File: config.mk
export PLATFORM = sky130hd
export DESIGN_NAME = vsa_dmem
export DESIGN_NICKNAME = d
export VERILOG_FILES = /design/src/rtl/vsa_dmem.sv
export SDC_FILE = /design/constraint.sdc
export NUM_CORES = 1
export LEC_CHECK = 0
export ABC_CLOCK_PERIOD_IN_PS = 2200
export BUFFER_PORTS_ARGS = -buffer_cell sky130_fd_sc_hd__buf_2
export CAP_MARGIN = 20
export CORE_UTILIZATION = 57
export DETAILED_ROUTE_END_ITERATION = 10
export GPL_ROUTABILITY_DRIVEN = 0
export GPL_TIMING_DRIVEN = 0
export PLACE_DENSITY_LB_ADDON = 0.15
export SYNTH_ARGS = -nofsm -noshare
export SYNTH_HDL_FRONTEND = slang
export SYNTH_SLANG_ARGS = --single-unit
File: constraint.sdc
create_clock -name clock -period 2.2 [get_ports clock]
set_input_delay 0.33 -clock clock [delete_from_list [all_inputs] [get_ports clock]]
set_output_delay 0.33 -clock clock [all_outputs]
set_load 0.1 [all_outputs]
File: src/rtl/vsa_dmem.sv
// vsa_dmem: data-memory stage for the 12-bit VSA core (32 x 5-bit array).
// Stores are posted through a write queue with store-to-load forwarding.
//
// Ports:
//   clock, reset_n           master clock, async active-low reset
//   addr, wdata, wr          core address, store data, store strobe
//   rdata                    combinational load data
//   ld_valid/ld_addr/ld_data loader write port (priority over draining)
//   count, empty, full       write-queue occupancy
//   overflow                 sticky: a store was dropped on a full queue
module vsa_dmem #(
    parameter int DEPTH = 2
) (
    input  logic                     clock,
    input  logic                     reset_n,
    input  logic [4:0]               addr,
    input  logic [4:0]               wdata,
    input  logic                     wr,
    output logic [4:0]               rdata,
    input  logic                     ld_valid,
    input  logic [4:0]               ld_addr,
    input  logic [4:0]               ld_data,
    output logic [$clog2(DEPTH):0]   count,
    output logic                     empty,
    output logic                     full,
    output logic                     overflow
);

    localparam int PW = $clog2(DEPTH);
    localparam logic [PW:0] CNT_FULL = (PW+1)'(DEPTH);

    logic [4:0]    mem    [32];
    logic [4:0]    q_addr [DEPTH];
    logic [4:0]    q_data [DEPTH];
    logic [PW-1:0] head;
    logic [PW-1:0] tail;
    logic [PW:0]   cnt;
    logic          ovf;

    logic          pop;
    logic          push;
    logic          fwd_hit;
    logic [4:0]    fwd_data;
    logic [PW-1:0] fwd_idx;

    // The loader owns the array write port, so it suppresses the drain.
    assign pop  = (cnt != '0) && !ld_valid;
    // A full queue still accepts a store if an entry leaves this cycle.
    assign push = wr && ((cnt != CNT_FULL) || pop);

    always_ff @(posedge clock or negedge reset_n) begin
        if (!reset_n) begin
            for (int i = 0; i < 32; i++) begin
                mem[i] <= '0;
            end
        end else if (ld_valid) begin
            mem[ld_addr] <= ld_data;
        end else if (pop) begin
            mem[q_addr[head]] <= q_data[head];
        end
    end

    always_ff @(posedge clock or negedge reset_n) begin
        if (!reset_n) begin
            for (int i = 0; i < DEPTH; i++) begin
                q_addr[i] <= '0;
                q_data[i] <= '0;
            end
            head <= '0;
            tail <= '0;
            cnt  <= '0;
            ovf  <= 1'b0;
        end else begin
            if (push) begin
                q_addr[tail] <= addr;
                q_data[tail] <= wdata;
                tail         <= tail + 1'b1;
            end
            if (pop) begin
                head <= head + 1'b1;
            end
            if (push && !pop) begin
                cnt <= cnt + 1'b1;
            end else if (pop && !push) begin
                cnt <= cnt - 1'b1;
            end
            if (wr && !push) begin
                ovf <= 1'b1;
            end
        end
    end

    // Walk entries oldest to youngest starting at head, so the last
    // match is the youngest regardless of where the pointers wrapped.
    always_comb begin
        fwd_hit  = 1'b0;
        fwd_data = '0;
        fwd_idx  = '0;
        for (int i = 0; i < DEPTH; i++) begin
            fwd_idx = head + PW'(i);
            if (((PW+1)'(i) < cnt) && (q_addr[fwd_idx] == addr)) begin
                fwd_hit  = 1'b1;
                fwd_data = q_data[fwd_idx];
            end
        end
    end

    assign rdata    = fwd_hit ? fwd_data : mem[addr];
    assign count    = cnt;
    assign empty    = (cnt == '0);
    assign full     = (cnt == CNT_FULL);
    assign overflow = ovf;

endmodule

==> flow_metrics.env <==
export IMPL_status="complete, but fails checks"
export IMPL_violations="negative setup slack"
export IMPL_cts_root_buf="clkbuf_16"
export IMPL_finalWorstSetupSlack_ns=-0.9603
export IMPL_grt_setup_unrepaired="yes"
export IMPL_vias_per_cell=7.557
export IMPL_avgSynthCellArea_um2=11.10
export IMPL_fin_worst_skew_ns=0.01129
export IMPL_post_route_period_util=1.437
export IMPL_die_area_um2=18220
export IMPL_ys_warnings_count=0
export IMPL_overflow=0
export IMPL_crit_fanout=5
export IMPL_ys_seq_elements=185
export IMPL_hp_class="in2reg"
export IMPL_drc=0
export IMPL_nets=1019
export IMPL_start_util=0.5828
export IMPL_ys_flop_type="dfrtp_1"
export IMPL_ir_drop_v=0.001419
export IMPL_die_w_um=135.0
export IMPL_die_h_um=135.0
export IMPL_min_from="wr"
export IMPL_arrival_ns=2.83
export IMPL_clk_pin_slew_worst_paths_ns=0.08
export IMPL_max_freq_ghz=0.3164
export IMPL_startpoint_type="flip-flop"
export IMPL_cp_end_kind="output port"
export IMPL_coreArea_um2=17300
export IMPL_vias=9287
export IMPL_row_count=48
export IMPL_tns_ns=-6.230
export IMPL_min_period_ns=3.160
export IMPL_layout_common_cells="182 x dfrtp_1, 168 x nor2_1, 140 x a221o_1"
export IMPL_clock_sinks=185
export IMPL_dr_pass1_iters=7
export IMPL_slew_headroom=0.4470
export IMPL_wl_per_cell_um=29.63
export IMPL_final_antenna_net_count=0
export IMPL_grt_pass1_wl_mm=53.16
export IMPL_wl_mm=36.41
export IMPL_grt_pass1_vias=8778
export IMPL_clk_latency_ns=0.44
export IMPL_setup_viol=39
export IMPL_utilization=0.7052
export IMPL_netlist_top_cells_area="dfrtp_1 46%, a221o_1 14%, mux4_2 9.4%"
export IMPL_async_flop_share=1.000
export IMPL_cp_required_ns=1.87
export IMPL_cts_buffer_depth=2
export IMPL_startpoint="head"
export IMPL_antenna_found_initial=0
export IMPL_grt_usage=0.4045
export IMPL_hold_violations=0
export IMPL_max_cap_violations=0
export IMPL_syn2layout_area_growth_pct=21.00
export IMPL_drtIter0Drc=1390
export IMPL_synth_cell_types=50
export IMPL_leakage_uw=0.005018
export IMPL_powerDensity_nw_per_um2=1526
export IMPL_cts_inserted_buffers=17
export IMPL_cts_tree="built"
export IMPL_synth_cells=908
export IMPL_grt_max_degree=107
export IMPL_drive_above_1_share=0.2898
export IMPL_synth_top_area_cell="dfrtp_1"
export IMPL_fillers=1171
export IMPL_numPortBuffers=28
export IMPL_dpl_hpwl_mm=24.14
export IMPL_final_common_cell="dfrtp_1"
export IMPL_synthesis_nets=936
export IMPL_worst_pin_slew_ns=0.8294
export IMPL_reg2reg_from="head"
export IMPL_ios=34
export IMPL_n_antenna_cell=0
export IMPL_worstSetupPathType="reg2out"
export IMPL_netlist_area_leader_share=0.4592
export IMPL_syn_area_um2=10080
export IMPL_h_tree_depth=4
export IMPL_maxSlewViolCount=0
export IMPL_ys_seq_area_frac=0.4592
export IMPL_synth_edf_count=0
## worst max-delay path: stages (launching register included)
cell      delay, ns
dfrtp_1        0.40
buf_6          0.15
buf_6          0.11
mux2i_1        0.21
xor2_1         0.20
nand4_1        0.20
buf_4          0.21
o211ai_4       0.28
o221ai_2       0.16
a22oi_2        0.23
buf_8          0.23
## through the flow
step / instances / hold slack (ns) / total power (µW) / cell area (µm²) / setup WS, ns
6_report: 1229 / 0.1388 / 18610 / 12200 / -0.9603
5_1_grt: 1229 / 0.1397 / 19090 / 12200 / -1.028
4_1_cts: 1217 / 0.1397 / 17570 / 11880 / -0.7986
3_5_place_dp: 1162 / 0.3470 / 13180 / 10670 / -0.9486
3_3_place_gp: 1161 / 0.4450 / 13010 / 10630 / -2.789
2_1_floorplan: 908 / 0.03441 / 10940 / 10210 / -0.7416
## cell usage after synthesis (4+ instances only)
master / n
dfrtp_1: 185
nor2_1: 176
a221o_1: 140
nand2_1: 47
clkbuf_1: 45
mux4_2: 42
o211ai_1: 39
mux2_2: 27
mux2i_1: 27
a21oi_1: 25
nor2b_1: 16
o21ai_0: 14
a22oi_1: 13
buf_2: 12
o221ai_1: 10
a31oi_1: 9
xnor2_1: 8
or2_2: 7
inv_1: 5
nand3_1: 5
nor3_1: 5
xor2_1: 5
buf_6: 4
ha_1: 4
## per-layer routing
| layer | vias to the layer above | part of all wire | GRT usage | wire length, µm |
|---|---|---|---|---|
| met5 | - | 0 | 0 | 0 |
| met2 | 811 | 0.45 | 0.6002 | 16440 |
| met1 | 4560 | 0.36 | 0.5389 | 13200 |
| met4 | 0 | 0.064 | 0.2328 | 2321 |
| met3 | 184 | 0.12 | 0.1070 | 4455 |
| li1 | 3732 | - | - | - |
## state kept, by name (all words and copies together) (netlist names)
signal / cells
q_data: 10
mem: 160
head: 1
count: 2
q_addr: 10
overflow: 1
tail: 1
## cell families (layout without fill, tap and decap cells)
family                   Yosys count  in the layout  synth area share
buffers and inverters             74            169           0.03326
AO/OA/AOI/OAI                    264            265            0.2249
adder cells (fa/ha/maj)            4              4          0.004965
AND/OR/NAND/NOR                  271            271            0.1133
XOR/XNOR                          13             13           0.01129
multiplexers                      97             97            0.1530
flip-flops                       185            185            0.4592
## report_power, final
group | internal (µW) | switching (µW)
logic | 3950 | 5090
registers | 4950 | 1400
clock network | 1780 | 1450
total | 10700 | 7930
## area by class of cell
| class | count | area, µm² | share of cell area |
|---|---|---|---|
| Clock inverter | 12 | 140.1 | 0.01149 |
| Timing Repair Buffer | 68 | 606.8 | 0.04975 |
| Inverter | 7 | 36.28 | 0.002975 |
| Buffer | 62 | 396.6 | 0.03252 |
| Sequential cell | 185 | 4638 | 0.3802 |
| Multi-Input combinational cell | 650 | 5632 | 0.4617 |
| Clock buffer | 20 | 466.7 | 0.03826 |
| Tap cell | 225 | 281.5 | 0.02308 |
## timing repair
item                                    4_1_cts  5_1_grt
endpoints found under the setup margin      184      182
pin swaps                                    27       16
cloned                                        1        1
resized for setup                           103       51
hold buffers                                  1        0
endpoints found under the hold margin        79        0
buffers inserted                             24       13
## final timing paths
| path | endpoint | slack, ns | cells past startpoint |
|---|---|---|---|
| worst max-delay path | rdata[2] | -0.96 | 10 |
| worst min-delay path | overflow | 0.14 | 2 |
| worst min register to register | overflow | 0.47 | 1 |
| worst max register to register | mem[91] | -0.10 | 7 |
| min in group asynchronous | q_data[5] | 0.45 | 2 |
| max in group asynchronous | mem[7] | 0.78 | 3 |
Note: power is estimated with default switching activity, not from simulation.
